## config.mk

```make
export PLATFORM = sky130hd
export DESIGN_NAME = hyperram_init_sequencer
export DESIGN_NICKNAME = d
export VERILOG_FILES = /design/src/rtl/hyperram_seq_pkg.sv /design/src/rtl/cdc_sync_bit.sv /design/src/rtl/hyperram_init_sequencer.sv
export SDC_FILE = /design/constraint.sdc
export NUM_CORES = 1
export LEC_CHECK = 0
export BUFFER_PORTS_ARGS = -buffer_cell sky130_fd_sc_hd__buf_2
export CAP_MARGIN = 20
export CORE_MARGIN = 2
export CORE_UTILIZATION = 30
export CTS_BUF_LIST = sky130_fd_sc_hd__clkbuf_16
export DETAILED_ROUTE_END_ITERATION = 16
export GPL_ROUTABILITY_DRIVEN = 0
export PLACE_DENSITY = 0.5
export RECOVER_POWER = 25
export SLEW_MARGIN = 40
export SYNTH_ARGS = -nofsm -noshare
export SYNTH_HDL_FRONTEND = slang
export SYNTH_SLANG_ARGS = --single-unit
```

## constraint.sdc

```tcl
create_clock -name hclk -period 6 [get_ports hclk]
set_input_delay 1.2 -clock hclk [delete_from_list [all_inputs] [get_ports hclk]]
set_output_delay 1.2 -clock hclk [all_outputs]
set_load 0.01 [all_outputs]
```

## src/rtl/hyperram_seq_pkg.sv

```systemverilog
// Shared types and constants for the HyperRAM bring-up sequencer.
// Holds the FSM state encoding, the lock-stability window and the retry counter width.
package hyperram_seq_pkg;

   typedef enum logic [2:0] {
      ST_IDLE      = 3'd0,
      ST_PLL_RST   = 3'd1,
      ST_WAIT_LOCK = 3'd2,
      ST_PWRUP     = 3'd3,
      ST_READY     = 3'd4,
      ST_FAIL      = 3'd5
   } state_t;

   localparam int LOCK_STABLE_CYCLES = 8;
   localparam int STAB_W             = $clog2(LOCK_STABLE_CYCLES);
   localparam int RETRY_W            = 2;

   // Counter only ever holds 0..N-1 for the largest phase length, so clog2(N) bits suffice.
   function automatic int cnt_width(input int a, input int b, input int c);
      int m;
      m = a;
      if (b > m) m = b;
      if (c > m) m = c;
      return (m < 2) ? 1 : $clog2(m);
   endfunction

endpackage

```

## src/rtl/cdc_sync_bit.sv

```systemverilog
// Two-flop synchronizer for a single asynchronous level signal.
// Both flops clear on the synchronous reset so a stale lock cannot leak through.
module cdc_sync_bit (
   input  logic i_clk,
   input  logic i_rst,
   input  logic i_d,
   output logic o_q
);

   logic r_meta;
   logic r_sync;

   always_ff @(posedge i_clk) begin
      if (i_rst) begin
         r_meta <= 1'b0;
         r_sync <= 1'b0;
      end else begin
         r_meta <= i_d;
         r_sync <= r_meta;
      end
   end

   assign o_q = r_sync;

endmodule

```

## src/rtl/hyperram_init_sequencer.sv

```systemverilog
// Brings up the HyperRAM clocking path: PLL reset pulse, lock qualification with retries,
// power-up wait, then releases the controller AXI reset; drops back to PLL reset on lock loss.
module hyperram_init_sequencer
   import hyperram_seq_pkg::*;
#(
   parameter int PLL_RST_CYCLES = 16,
   parameter int LOCK_TIMEOUT   = 65535,
   parameter int PWRUP_CYCLES   = 30000,
   parameter int MAX_RETRIES    = 3
) (
   input  logic               hclk,
   input  logic               hreset,
   input  logic               enable,
   input  logic               clk_90p_locked,
   input  logic               clk_iserdes_locked,
   output logic               pll_reset,
   output logic               axi_aresetn,
   output logic               ready,
   output logic               error,
   output logic [RETRY_W-1:0] retries,
   output logic               lock_lost,
   output state_t             o_dbg_state
);

   localparam int CNT_W = cnt_width(PLL_RST_CYCLES, LOCK_TIMEOUT, PWRUP_CYCLES);

   localparam logic [CNT_W-1:0]   PLL_RST_LAST = CNT_W'(PLL_RST_CYCLES - 1);
   localparam logic [CNT_W-1:0]   LOCK_LAST    = CNT_W'(LOCK_TIMEOUT - 1);
   localparam logic [CNT_W-1:0]   PWRUP_LAST   = CNT_W'(PWRUP_CYCLES - 1);
   localparam logic [STAB_W-1:0]  STAB_LAST    = STAB_W'(LOCK_STABLE_CYCLES - 1);
   localparam logic [RETRY_W-1:0] RETRY_LAST   = RETRY_W'(MAX_RETRIES - 1);

   state_t             r_state;
   logic [CNT_W-1:0]   r_cnt;
   logic [STAB_W-1:0]  r_stab;
   logic               r_en_q;
   logic               r_pll_reset;
   logic               r_aresetn;
   logic               r_ready;
   logic               r_error;
   logic [RETRY_W-1:0] r_retries;
   logic               r_lock_lost;

   logic w_sync_90p;
   logic w_sync_iserdes;
   logic w_locked;
   logic w_en_rise;

   cdc_sync_bit u_sync_90p (
      .i_clk (hclk),
      .i_rst (hreset),
      .i_d   (clk_90p_locked),
      .o_q   (w_sync_90p)
   );

   cdc_sync_bit u_sync_iserdes (
      .i_clk (hclk),
      .i_rst (hreset),
      .i_d   (clk_iserdes_locked),
      .o_q   (w_sync_iserdes)
   );

   assign w_locked  = w_sync_90p & w_sync_iserdes;
   assign w_en_rise = enable & ~r_en_q;

   always_ff @(posedge hclk) begin
      if (hreset) begin
         r_state     <= ST_IDLE;
         r_cnt       <= '0;
         r_stab      <= '0;
         r_en_q      <= 1'b0;
         r_pll_reset <= 1'b1;
         r_aresetn   <= 1'b0;
         r_ready     <= 1'b0;
         r_error     <= 1'b0;
         r_retries   <= '0;
         r_lock_lost <= 1'b0;
      end else begin
         r_en_q <= enable;
         // lock_lost survives a disable so software can still read why the path went down
         if (w_en_rise) r_lock_lost <= 1'b0;

         if (!enable) begin
            // Disable outranks every other event, including a simultaneous lock drop
            r_state     <= ST_IDLE;
            r_cnt       <= '0;
            r_stab      <= '0;
            r_pll_reset <= 1'b1;
            r_aresetn   <= 1'b0;
            r_ready     <= 1'b0;
            r_error     <= 1'b0;
            r_retries   <= '0;
         end else begin
            case (r_state)
               ST_IDLE: begin
                  r_state     <= ST_PLL_RST;
                  r_cnt       <= '0;
                  r_pll_reset <= 1'b1;
               end

               ST_PLL_RST: begin
                  if (r_cnt == PLL_RST_LAST) begin
                     r_state     <= ST_WAIT_LOCK;
                     r_cnt       <= '0;
                     r_stab      <= '0;
                     r_pll_reset <= 1'b0;
                  end else begin
                     r_cnt <= r_cnt + 1'b1;
                  end
               end

               ST_WAIT_LOCK: begin
                  if (w_locked && (r_stab == STAB_LAST)) begin
                     r_state <= ST_PWRUP;
                     r_cnt   <= '0;
                     r_stab  <= '0;
                  end else if (r_cnt == LOCK_LAST) begin
                     r_retries   <= r_retries + 1'b1;
                     r_cnt       <= '0;
                     r_stab      <= '0;
                     r_pll_reset <= 1'b1;
                     if (r_retries == RETRY_LAST) begin
                        r_state <= ST_FAIL;
                        r_error <= 1'b1;
                     end else begin
                        r_state <= ST_PLL_RST;
                     end
                  end else begin
                     r_cnt  <= r_cnt + 1'b1;
                     r_stab <= w_locked ? (r_stab + 1'b1) : '0;
                  end
               end

               ST_PWRUP: begin
                  if (!w_locked) begin
                     r_state     <= ST_PLL_RST;
                     r_cnt       <= '0;
                     r_pll_reset <= 1'b1;
                  end else if (r_cnt == PWRUP_LAST) begin
                     r_state   <= ST_READY;
                     r_cnt     <= '0;
                     r_aresetn <= 1'b1;
                     r_ready   <= 1'b1;
                  end else begin
                     r_cnt <= r_cnt + 1'b1;
                  end
               end

               ST_READY: begin
                  if (!w_locked) begin
                     r_state     <= ST_PLL_RST;
                     r_cnt       <= '0;
                     r_pll_reset <= 1'b1;
                     r_aresetn   <= 1'b0;
                     r_ready     <= 1'b0;
                     r_lock_lost <= 1'b1;
                     r_retries   <= '0;
                  end
               end

               ST_FAIL: begin
                  r_error     <= 1'b1;
                  r_pll_reset <= 1'b1;
                  r_aresetn   <= 1'b0;
                  r_ready     <= 1'b0;
               end

               default: begin
                  r_state     <= ST_IDLE;
                  r_cnt       <= '0;
                  r_pll_reset <= 1'b1;
                  r_aresetn   <= 1'b0;
                  r_ready     <= 1'b0;
               end
            endcase
         end
      end
   end

   assign pll_reset   = r_pll_reset;
   assign axi_aresetn = r_aresetn;
   assign ready       = r_ready;
   assign error       = r_error;
   assign retries     = r_retries;
   assign lock_lost   = r_lock_lost;
   assign o_dbg_state = r_state;

endmodule

```

==> reports/results.ini <==
[synth]
avgSynthCellArea_um2 = 8.47
synth_fa_ha_area_share_pct = 3.60
synth_top_area_share_pct = 38.1
yosysWarningCount = 0
ys_async_sr_fraction_pct = 0
yosys.area_share.xor_xnor_pct = 6.06
yosysUniqueCellTypes = 46
synth-compound-area-share_pct = 18.3
syn-cell-area_mm2 = 0.00174
yosysMostFrequentCell = dfxtp_1
ys_ff_latch = 33
synth_mux_area_share_pct = 0
synthTopCellsByCount = dfxtp_1, nor2_1, nand2_1
synthFlopType = dfxtp_1
yosysTopAreaCell = dfxtp_1
synth_area_leaders = dfxtp_1, nor2_1, nand2_1
synthCells = 205
synth_top_family_by_area = simple AND/OR/NAND/NOR gates
synth-simple-area-share_pct = 29.6
synth-edff-count = 0
synth_nets = 215
seq_area_frac_synth_pct = 38.1

[pwr]
power.total_uw = 476
sequentialPowerShare_pct = 47.1
ir_drop_v = 0.000103
p_clk_share_pct = 50.2
swShare_pct = 20.9
p_comb_share_pct = 2.7
powerDensity_mw_per_mm2 = 240
switchingPower_uw = 99.2
leakagePower_uw = 0.000670
internal_power_uw = 376

[timing]
fin_tns_setup_ns = 0
min_period_ns = 2.55
hold_viol_final = 0
clock.fmax_ghz = 0.392
whs_ns = 0.431
rsz0062_at_grt = no
setup_viol_count_final = 0
fin_skew_ns = 0.00235
fin_crit_sh_pct = 42.6
tightest_slew_ns = 0.641
slew_viol_final = 0
max-slew-margin-rel_pct = 57.2

[placed_design]
placed_area_mm2 = 0.00185
io_buffer_count = 14
place.detailed.hpwl_um = 2750
dp_cells = 283

[global_route]
grt_max_degree = 15
grt.overflow.total = 0
grt_pass1_vias = 1335
grt_pass1_wl_um = 6580
grtUsageTotal_pct = 13.3
antenna_found_initial = 0

[worst_setup_path]
crit_required_ns = 6.15
reg2reg_depth = 5
endpoint_kind = flip-flop
crit_arrival_ns = 2.71
crit_type = in2reg
crit_fanout = 13
start_kind = input port

[floorplanning]
die-area_mm2 = 0.00641
core_area_mm2 = 0.00554
start_util_pct = 31.3
die_w_um = 80.1
num_rows = 27
io_pins = 15
die_h_um = 80.1

[routing]
via_per_inst = 4.92
wire_per_inst_um = 13.4
vias = 1433
drt_wl_total_um = 3890
first_iter_violations = 104
drcViolationCount = 0
drtPass1Iterations = 4
ant_nets = 0

[clocking]
cts-resized-gates = 0
cts_max_level = 2
worst_skew_pair.late_latency_ns = 0.28
tritoncts = built
path_clk_slew_ns = 0.05
clockRootBuffer = clkbuf_16
cts_hold_buf = 0
post-cts-setup-buffers = 0
cts-buffers-inserted = 5
clk_path_buf_depth = 2
cts_sinks = 33

[final_layout]
area_growth_pct = 14.3
fin_area_mm2 = 0.00198
nNetsFinal = 228
fill_cells = 597
fin_cells = 291
diodes = 0
post_route_cells_drive_above_1_share_pct = 13.7

[flow_run]
max-cap-violations = 0

[outcome]
outcome = complete, no violations

[hold_path]
hold_path_depth = 1
hold_class = reg2reg

cells by family (layout without fill, tap and decap cells):
logic type	Yosys count	count (layout)
AND/OR/NAND/NOR	95	95
AO/OA/AOI/OAI	44	44
flip-flops	33	33
buffers and inverters	16	30
XOR/XNOR	12	12
adder cells (fa/ha/maj)	5	5
sequential cells by signal, indices dropped and copies added (netlist names):
name                   flops
error                      1
u_sync_90p.o_q             1
r_cnt                     16
lock_lost                  1
u_sync_iserdes.r_meta      1
ready                      1
pll_reset                  1
u_sync_90p.r_meta          1
o_dbg_state                3
r_stab                     3
u_sync_iserdes.o_q         1
retries                    2
r_en_q                     1
placed cells by master (no fill, tap or decap), types with 4 or more instances in the layout:
master and instances:
ha_1 5, o21ai_0 11, nor2_1 23, xnor2_1 7, a21oi_1 14, nand2_1 22
clkbuf_16 5, buf_2 11, xor2_1 5, nor3_1 4, inv_1 7, nor2b_1 4
nand4_1 6, dfxtp_1 33, nand3_1 15
area by class of cell:
| class | count | area (µm²) | share of cell area, % |
|---|---|---|---|
| multi-input combinational | 156 | 1000 | 50.4 |
| sequential | 33 | 661 | 33.3 |
| clock buffer | 5 | 125 | 6.31 |
| tap | 72 | 90.1 | 4.54 |
| timing repair buffer | 14 | 66.3 | 3.34 |
| inverter | 8 | 30.0 | 1.51 |
| clock inverter | 3 | 12.5 | 0.631 |
layer usage:
layer | wire length [µm] | share of wire (%) | vias to the layer above | track usage (%)
met1 | 2130 | 55 | 646 | 19.2
met2 | 1540 | 40 | 20 | 18.7
met3 | 125 | 3.2 | 7 | 2.81
li1 | - | - | 760 | -
met4 | 87 | 2.2 | 0 | 6.61
met5 | 0 | 0 | - | 0
power by group through the flow:
stage / clock network [µW] / logic (µW) / registers (µW)
after floorplan: 0 / 10.0 / 227
after global placement: 0 / 13.1 / 229
after detailed placement: 0 / 13.0 / 228
after CTS: 245 / 13.1 / 224
after global routing: 256 / 14.5 / 224
final: 239 / 12.9 / 224
worst max-delay path, cell delays in order:
cell,delay [ns]
clkbuf_1,0.19
nand2b_1,0.49
clkinv_1,0.38
and3_1,0.26
o21ai_0,0.07
o311ai_1,0.11
through the flow:
stage	util, %	setup WS, ns
floorplan	-	3.98
finish	35.8	3.45
global placement	33.4	3.24
detailed placement	33.4	3.23
global route	35.8	3.26
CTS	35.9	3.51
worst paths after layout:
kind / startpoint / endpoint / slack, ns
worst max-delay path: hreset / r_cnt[13] / 3.45
worst max register to register: r_cnt[6] / r_cnt[7] / 3.66
worst min register to register: u_sync_iserdes.r_meta / u_sync_iserdes.o_q / 0.43
worst min-delay path: u_sync_iserdes.r_meta / u_sync_iserdes.o_q / 0.43
No activity file was read; power rests on OpenSTA's default activity.
